$ cat src/rtl/int8_to_int32_decompressor.sv
// int8_to_int32_decompressor
//
// Takes a word of LANES packed signed int8 values together with a one-hot
// power-of-two scale. It returns them one lane per cycle as signed int32
// values equal to lane * 2^sh, where sh is the index of the highest set bit
// of scale. Lane 0 appears on the cycle after the word is accepted. The next
// word can be accepted on the same edge that the last lane is consumed, so a
// continuous input stream produces one value per cycle with no gaps.
//
// Build option:
//   DECOMP_SATURATE_EN  defined   : results are clamped to the int32 range,
//                                   and sat_flag latches high until reset.
//                       undefined : results wrap to the low 32 bits, and
//                                   sat_flag is tied to 0.
//
// Ports:
//   clk        in   clock; all state changes on the rising edge
//   rst        in   asynchronous reset, active high
//   in_valid   in   in_w and scale are valid
//   in_ready   out  a packed word is accepted this cycle
//   in_w       in   packed signed int8 lanes; lane k = in_w[8k+7:8k]
//   scale      in   one-hot power-of-two scale
//   out_valid  out  out_w holds a dequantized lane
//   out_ready  in   downstream consumes out_w this cycle
//   out_w      out  signed int32 dequantized lane value
//   out_last   out  out_w is the last lane of the current word
//   sat_flag   out  sticky; some output value was clamped

module int8_to_int32_decompressor #(
   parameter int unsigned LANES = 4
) (
   input  logic                 clk,
   input  logic                 rst,
   input  logic                 in_valid,
   output logic                 in_ready,
   input  logic [8*LANES-1:0]   in_w,
   input  logic [31:0]          scale,
   output logic                 out_valid,
   input  logic                 out_ready,
   output logic [31:0]          out_w,
   output logic                 out_last,
   output logic                 sat_flag
);

   localparam int unsigned      LaneW    = (LANES > 1) ? $clog2(LANES) : 1;
   localparam logic [LaneW-1:0] LastLane = LaneW'(LANES - 1);

   typedef enum logic [0:0] {StIdle, StUnpack} state_e;

   state_e               state_q, state_d;
   logic [LaneW-1:0]     lane_q, lane_d;
   logic [8*LANES-1:0]   word_q, word_d;
   logic [4:0]           sh_q, sh_d;
   logic [31:0]          out_w_q, out_w_d;
   logic                 out_last_q, out_last_d;

   logic [4:0]           sh_dec;
   logic                 last_lane, accept, consume;
   logic [8*LANES-1:0]   sel_word;
   logic [4:0]           sel_sh;
   logic [LaneW-1:0]     sel_lane;
   logic [7:0]           lane_val;
   logic signed [39:0]   prod;
   logic [31:0]          res;

`ifdef DECOMP_SATURATE_EN
   localparam logic signed [39:0] MaxV = 40'sh00_7FFF_FFFF;
   localparam logic signed [39:0] MinV = 40'shFF_8000_0000;
   logic clamp;
   logic sat_q, sat_d;
`endif

   // Highest set bit wins, so a malformed multi-hot scale still decodes sanely.
   always_comb begin
      sh_dec = '0;
      for (int i = 0; i < 32; i++) begin
         if (scale[i]) sh_dec = 5'(i);
      end
   end

   assign out_valid = (state_q == StUnpack);
   assign last_lane = (lane_q == LastLane);
   assign in_ready  = !rst && (!out_valid || (out_ready && last_lane));
   assign accept    = in_valid && in_ready;
   assign consume   = out_valid && out_ready;
   assign out_w     = out_w_q;
   assign out_last  = out_last_q;

   // Pick the lane to be presented after this edge: lane 0 of the incoming
   // word on accept, otherwise the next lane of the buffered word.
   always_comb begin
      sel_word = accept ? in_w : word_q;
      sel_sh   = accept ? sh_dec : sh_q;
      sel_lane = accept ? '0 : lane_q + 1'b1;
      lane_val = '0;
      for (int k = 0; k < int'(LANES); k++) begin
         if (sel_lane == LaneW'(k)) lane_val = sel_word[8*k +: 8];
      end
      // 40 bits holds -128 * 2^31 and 127 * 2^31 exactly.
      prod = {{32{lane_val[7]}}, lane_val} << sel_sh;
`ifdef DECOMP_SATURATE_EN
      clamp = 1'b0;
      if (prod > MaxV) begin
         res   = 32'h7FFF_FFFF;
         clamp = 1'b1;
      end else if (prod < MinV) begin
         res   = 32'h8000_0000;
         clamp = 1'b1;
      end else begin
         res = prod[31:0];
      end
`else
      res = prod[31:0];
`endif
   end

   always_comb begin
      state_d    = state_q;
      lane_d     = lane_q;
      word_d     = word_q;
      sh_d       = sh_q;
      out_w_d    = out_w_q;
      out_last_d = out_last_q;
`ifdef DECOMP_SATURATE_EN
      sat_d      = sat_q;
`endif
      if (accept) begin
         state_d    = StUnpack;
         lane_d     = '0;
         word_d     = in_w;
         sh_d       = sh_dec;
         out_w_d    = res;
         out_last_d = (sel_lane == LastLane);
`ifdef DECOMP_SATURATE_EN
         sat_d      = sat_q | clamp;
`endif
      end else if (consume) begin
         if (last_lane) begin
            state_d    = StIdle;
            lane_d     = '0;
            out_w_d    = '0;
            out_last_d = 1'b0;
         end else begin
            lane_d     = sel_lane;
            out_w_d    = res;
            out_last_d = (sel_lane == LastLane);
`ifdef DECOMP_SATURATE_EN
            sat_d      = sat_q | clamp;
`endif
         end
      end
   end

   always_ff @(posedge clk or posedge rst) begin
      if (rst) begin
         state_q    <= StIdle;
         lane_q     <= '0;
         word_q     <= '0;
         sh_q       <= '0;
         out_w_q    <= '0;
         out_last_q <= 1'b0;
      end else begin
         state_q    <= state_d;
         lane_q     <= lane_d;
         word_q     <= word_d;
         sh_q       <= sh_d;
         out_w_q    <= out_w_d;
         out_last_q <= out_last_d;
      end
   end

`ifdef DECOMP_SATURATE_EN
   always_ff @(posedge clk or posedge rst) begin
      if (rst) sat_q <= 1'b0;
      else     sat_q <= sat_d;
   end
   assign sat_flag = sat_q;
`else
   assign sat_flag = 1'b0;
`endif

endmodule

$ cat config.mk
export PLATFORM = sky130hd
export DESIGN_NAME = int8_to_int32_decompressor
export DESIGN_NICKNAME = d
export VERILOG_FILES = /design/src/rtl/int8_to_int32_decompressor.sv
export SDC_FILE = /design/constraint.sdc
export NUM_CORES = 1
export LEC_CHECK = 0
export CAP_MARGIN = 20
export CORE_UTILIZATION = 55
export CTS_CLUSTER_DIAMETER = 50
export DETAILED_ROUTE_END_ITERATION = 12
export DONT_BUFFER_PORTS = 1
export MAX_ROUTING_LAYER = met4
export PLACE_DENSITY_LB_ADDON = 0.08
export SLEW_MARGIN = 20
export SYNTH_ARGS = -nofsm -noshare
export SYNTH_HDL_FRONTEND = slang
export SYNTH_SLANG_ARGS = --single-unit
$ cat constraint.sdc
create_clock -name clk -period 3.5 [get_ports clk]
set_input_delay 0.7 -clock clk [delete_from_list [all_inputs] [get_ports clk]]
set_output_delay 0.7 -clock clk [all_outputs]
set_load 0.01 [all_outputs]
# == Word level (Yosys, flattened, before mapping) ==
# Cells that the tools add are included.
# totals
ff_bits,73
latch_bits,0
ramBits,0
rom_bits,0
inputBits,68
output_inout_bits,36
elab_cells,73
memories,0
# classes
addsub,1
n_mul,0
div,0
n_lt_le_gt_ge,0
n_eq_ne,4
n_shift,1
mux,50
n_bitwise,0
n_reduce_logical,11
# op_table
op,n
5-bit 2-to-1 mux,30
32-bit 2-to-1 mux,4
40-bit by 5-bit << shifter with 32-bit output,1
8-bit 2-to-1 mux,4
2-bit 2-to-1 mux,5
1-bit 2-to-1 mux,7
2-bit == test (second input constant),3
1-bit logical AND,4
2-bit nonzero test,2
2-bit by 1-bit adder with 2-bit output (second input constant),1
2-bit by 1-bit == test with 1-bit output (second input constant),1
1-bit logical NOT,2
2-bit logical NOT,1
2-bit AND reduction,1
1-bit logical OR,1

# == Depth between registers and ports, before layout ==
# depth
depth_word,36
depth_mapped,11
depth_no_buf,11

# == Worst setup path after synthesis ==
# OpenSTA, ideal clock, no wires.
# synth_timing
kind,input port to flip-flop
startpoint,input port rst
endpoint,"register out_w_q[30], in the netlist out_w[30]"
setup_ns,0.126
arrival_time_ns,4.237
t_required_ns,3.374
path_slack_ns,-0.863
path_stages,9
n_path_buf,0
path_cell_list,inv_1 -> nand3_4 -> nor4_4 -> nand3_2 -> nand2_4 -> mux2i_1 -> mux2i_1 -> mux2_2 -> a221o_1
# synth_via
elab_chain_len,13
elab_cells_between_ends,19
classes_between,eq/ne: 3; shift: 1; mux: 10; reduce/logical: 5
# synth_lines
element,line,rtl
from (decl),33,"input logic rst,"
1-bit logical NOT (no source line) (*),--,
1-bit logical AND (*),83,assign in_ready = !rst && (!out_valid || (out_ready && last_lane));
1-bit logical AND (*),84,assign accept = in_valid && in_ready;
2-bit 2-to-1 mux,94,sel_lane = accept ? '0 : lane_q + 1'b1;
2-bit logical NOT,97,if (sel_lane == LaneW'(k)) lane_val = sel_word[8*k +: 8];
8-bit 2-to-1 mux (4 in a row),97,
40-bit by 5-bit << shifter with 32-bit output,100,"prod = {{32{lane_val[7]}}, lane_val} << sel_sh;"
32-bit 2-to-1 mux,138,if (last_lane) begin
32-bit 2-to-1 mux,137,end else if (consume) begin
32-bit 2-to-1 mux,127,if (accept) begin
to (signal assigned),167,out_w_q <= out_w_d;
to (decl),54,"logic [31:0] out_w_q, out_w_d;"
# Every way passes the cells marked *; elsewhere a longest branch is shown, timed or not. The select of a mux whose other input is x is not followed.
# A chain may end at the register's enable or synchronous reset.

# == Worst setup path in the final report ==
# layout_timing
startpoint,register lane_q[0]
endpoint,"register out_w_q[28], in the netlist out_w[28]"
# layout_via
elab_chain_len,15
elab_cells_between_ends,22
classes_between,add/sub: 1; eq/ne: 4; shift: 1; mux: 10; reduce/logical: 6
# layout_lines
element,line,rtl
from (decl),51,"logic [LaneW-1:0] lane_q, lane_d;"
from (signal assigned),164,lane_q <= lane_d;
2-bit == test,82,assign last_lane = (lane_q == LastLane);
1-bit logical AND,83,
1-bit logical OR,83,
1-bit logical AND,83,
1-bit logical AND,84,
2-bit 2-to-1 mux,94,
2-bit logical NOT,97,
8-bit 2-to-1 mux (4 in a row),97,
40-bit by 5-bit << shifter with 32-bit output,100,
32-bit 2-to-1 mux,138,
32-bit 2-to-1 mux,137,
32-bit 2-to-1 mux,127,
# Several ways; a longest one is shown, not always the timed one. The select of a mux whose other input is x is not followed.

==> impl_metrics.ini <==
[worst_setup_path]
end_kind = flop
cp_slowest_stage_delay_ns = 0.65
critPathMaxFanout = 11
start_kind = flop
cp_data_arrival_time_ns = 3.33
crit_family = multiplexers
cp_slowest_cell = ha_1
path_cells = ha_1, mux4_2, nand2_1, nand2_1, mux2i_1, mux2i_1, a2bb2oi_1, a21boi_1, a221o_1
critPathBufInv = 0
critPathRequiredTime_ns = 3.74
crit_type = reg2reg

[synth]
yosys_warnings = 0
synth_area_sq_um = 4020
avgSynthCellArea_sq_um = 9.01
synth_edf_count = 0
synth_cell_types = 70
netlist_instances = 446
synth-seq-cells = 73
synth_nets = 515
ys_seq_area_frac = 0.454
ys.flop_type = dfrtp_1
synth-async-reset-ratio = 1.00

[floorplanning]
core_sq_um = 6940
die_y_um = 87.5
initial_core_util = 0.579
io_pins = 104
die_w_um = 87.5
die-area_sq_um = 7660
rows = 30

[global_route]
antenna_found_initial = 0
grt_pass1_vias = 3183
grt_remaining_overflow = 0
grt_first_pass_wirelength_mm = 15.3
grt_max_degree = 74
grt_usage = 0.273

[final_layout]
layout-drive-gt1-share = 0.137
stdcell_count = 549
post-route-util = 0.622
areaGrowthSynthToFinish_pct = 7.47
fill_cells = 618
num-nets-final = 517
final_common_cell = nand2_1
final_cell_mix = 132 x nand2_1, 73 x dfrtp_1, 24 x nor2_1
postLayoutCellArea_sq_um = 4320
n_antenna_cell = 0

[drt]
vias = 3375
first_pass_iters = 5
drc = 0
drt_wl_total_mm = 9.56
drt-wirelength-per-cell_um = 17.4
detail-route-antenna-nets = 0
vias_per_cell = 6.15
drt_iter0_drc = 232

[pwr]
worst_ir_drop_vdd_mv = 0.406
power_mw = 4.22
power.density_nw_per_um2 = 978
leakage_nw = 1.95

[placement]
dpl_cell_area_sq_um = 4150
place_inst = 533
post-dp-hpwl_mm = 6.99
place_congestion = 0.941
port_buffers = 0
dp_slack_ns = 0.403

[clock_tree]
cts_setup_buffers = 0
cts_buffers = 9
cts_hold_buf = 0
clock_latency_ns = 0.36
clockBufferDepth = 2
cts_max_level = 3
cts_resized = 0
cts.clk_slew.worst_paths_ns = 0.08
clock-root-buffer = clkbuf_8
cts.sinks = 73
cts_tree = done

[sta]
hold_viol = 0
fmax_ghz = 0.324
slew_viol_final = 0
rsz0062_at_grt = no
tightest_slew_ns = 0.877
skew_ns = 0.00857
finalCritPeriodShare = 0.881
setup_tns_ns = 0
finalCriticalPeriod_ns = 3.08
relSlewSlack = 0.415
final.setup.worst_slack_ns = 0.418
whs_ns = 0.440
setup_violations = 0

[run_status]
status = completed

[min_path]
hp-class = in2reg

[job]
maxCapViolCount = 0
==> Yosys cell counts (2+ instances only) <==
cell type / n / area, sq um
nand2_1: 132 / 495
dfrtp_1: 73 / 1830
nor2_1: 25 / 93.8
o21ai_0: 22 / 110
a21oi_1: 19 / 95.1
nor3_1: 18 / 90.1
a221o_1: 12 / 120
a22o_1: 7 / 61.3
inv_1: 7 / 26.3
mux2i_1: 7 / 70.1
mux4_2: 7 / 158
nor4_1: 7 / 43.8
clkbuf_1: 6 / 22.5
buf_2: 5 / 25.0
o21a_1: 5 / 37.5
buf_1: 4 / 15.0
inv_2: 4 / 15.0
nand2b_1: 4 / 25.0
o21ai_1: 4 / 20.0
a21o_1: 3 / 22.5
a221oi_1: 3 / 26.3
mux2_2: 3 / 33.8
nand3_1: 3 / 15.0
nor2b_1: 3 / 18.8
o211ai_1: 3 / 22.5
o31ai_1: 3 / 22.5
a211oi_1: 2 / 15.0
a21oi_2: 2 / 17.5
a2bb2oi_1: 2 / 17.5
a31oi_1: 2 / 12.5
and2_1: 2 / 12.5
and3_1: 2 / 12.5
buf_4: 2 / 15.0
nor2_2: 2 / 12.5
o221ai_1: 2 / 17.5
o22ai_1: 2 / 12.5
o311ai_1: 2 / 17.5
or3_1: 2 / 12.5
or4_1: 2 / 15.0
==> power breakdown <==
group          total (mW)  switching [mW]  internal [mW]
sequential           1.40           0.237           1.16
combinational        2.24            1.33          0.910
clock               0.583           0.325          0.258
total                4.22            1.90           2.33
==> layout make-up <==
class	count	area (sq um)	area share
clock buffer	10	128	0.0295
clock inverter	6	42.5	0.00985
inverter	11	45.0	0.0104
multi-input combinational	344	2090	0.484
sequential	73	1830	0.423
tap	96	120	0.0278
timing repair buffer	9	67.6	0.0156
==> metal layers <==
layer  global-route usage  up-vias  share of wire  wire (um)
met2                0.437      135           0.48       4620
met3               0.0597       11          0.068        649
li1                     -     1606              -          -
met5                    -        -              0          0
met4               0.0954        0          0.013        125
met1                0.343     1623           0.44       4170
==> state kept, by name, summed over array words and instances, names as in the netlist <==
signal     count
word_q        32
out_last       1
out_valid      1
sh_q           5
out_w         32
lane_q         2
==> final timing paths <==
path | to | slack (ns) | from | cells past startpoint
worst max-delay path | out_w[28]$_DFFE_PP0P_ | 0.42 | lane_q[0]$_DFFE_PP0P_ | 9
worst min-delay path | word_q[31]$_DFF_PP0_ | 0.44 | in_w[31] | 2
worst max register to register | out_w[28]$_DFFE_PP0P_ | 0.42 | lane_q[0]$_DFFE_PP0P_ | 9
worst min register to register | word_q[24]$_DFF_PP0_ | 0.48 | word_q[24]$_DFF_PP0_ | 2
max in group asynchronous | out_w[31]$_DFFE_PP0P_ | 2.40 | rst | 2
min in group asynchronous | out_valid$_DFFE_PP0P_ | 0.54 | rst | 2
==> worst register-to-register path, stage by stage, from the launching register on <==
cell	delay, ns
dfrtp_1	0.38
ha_1	0.65
mux4_2	0.57
nand2_1	0.08
nand2_1	0.14
mux2i_1	0.18
mux2i_1	0.13
a2bb2oi_1	0.34
a21boi_1	0.16
a221o_1	0.34
==> kinds of logic (layout without fill, tap and decap cells) <==
kind of cell,after synthesis,count (layout),synth area share
AO/OA/AOI/OAI,114,114,0.210
adder cells (fa/ha/maj),1,1,0.00311
buffers and inverters,29,36,0.0324
flip-flops,73,73,0.454
multiplexers,17,17,0.0650
other,1,1,0.000933
AND/OR/NAND/NOR,211,211,0.234
Power figures use the tool's default switching activity.
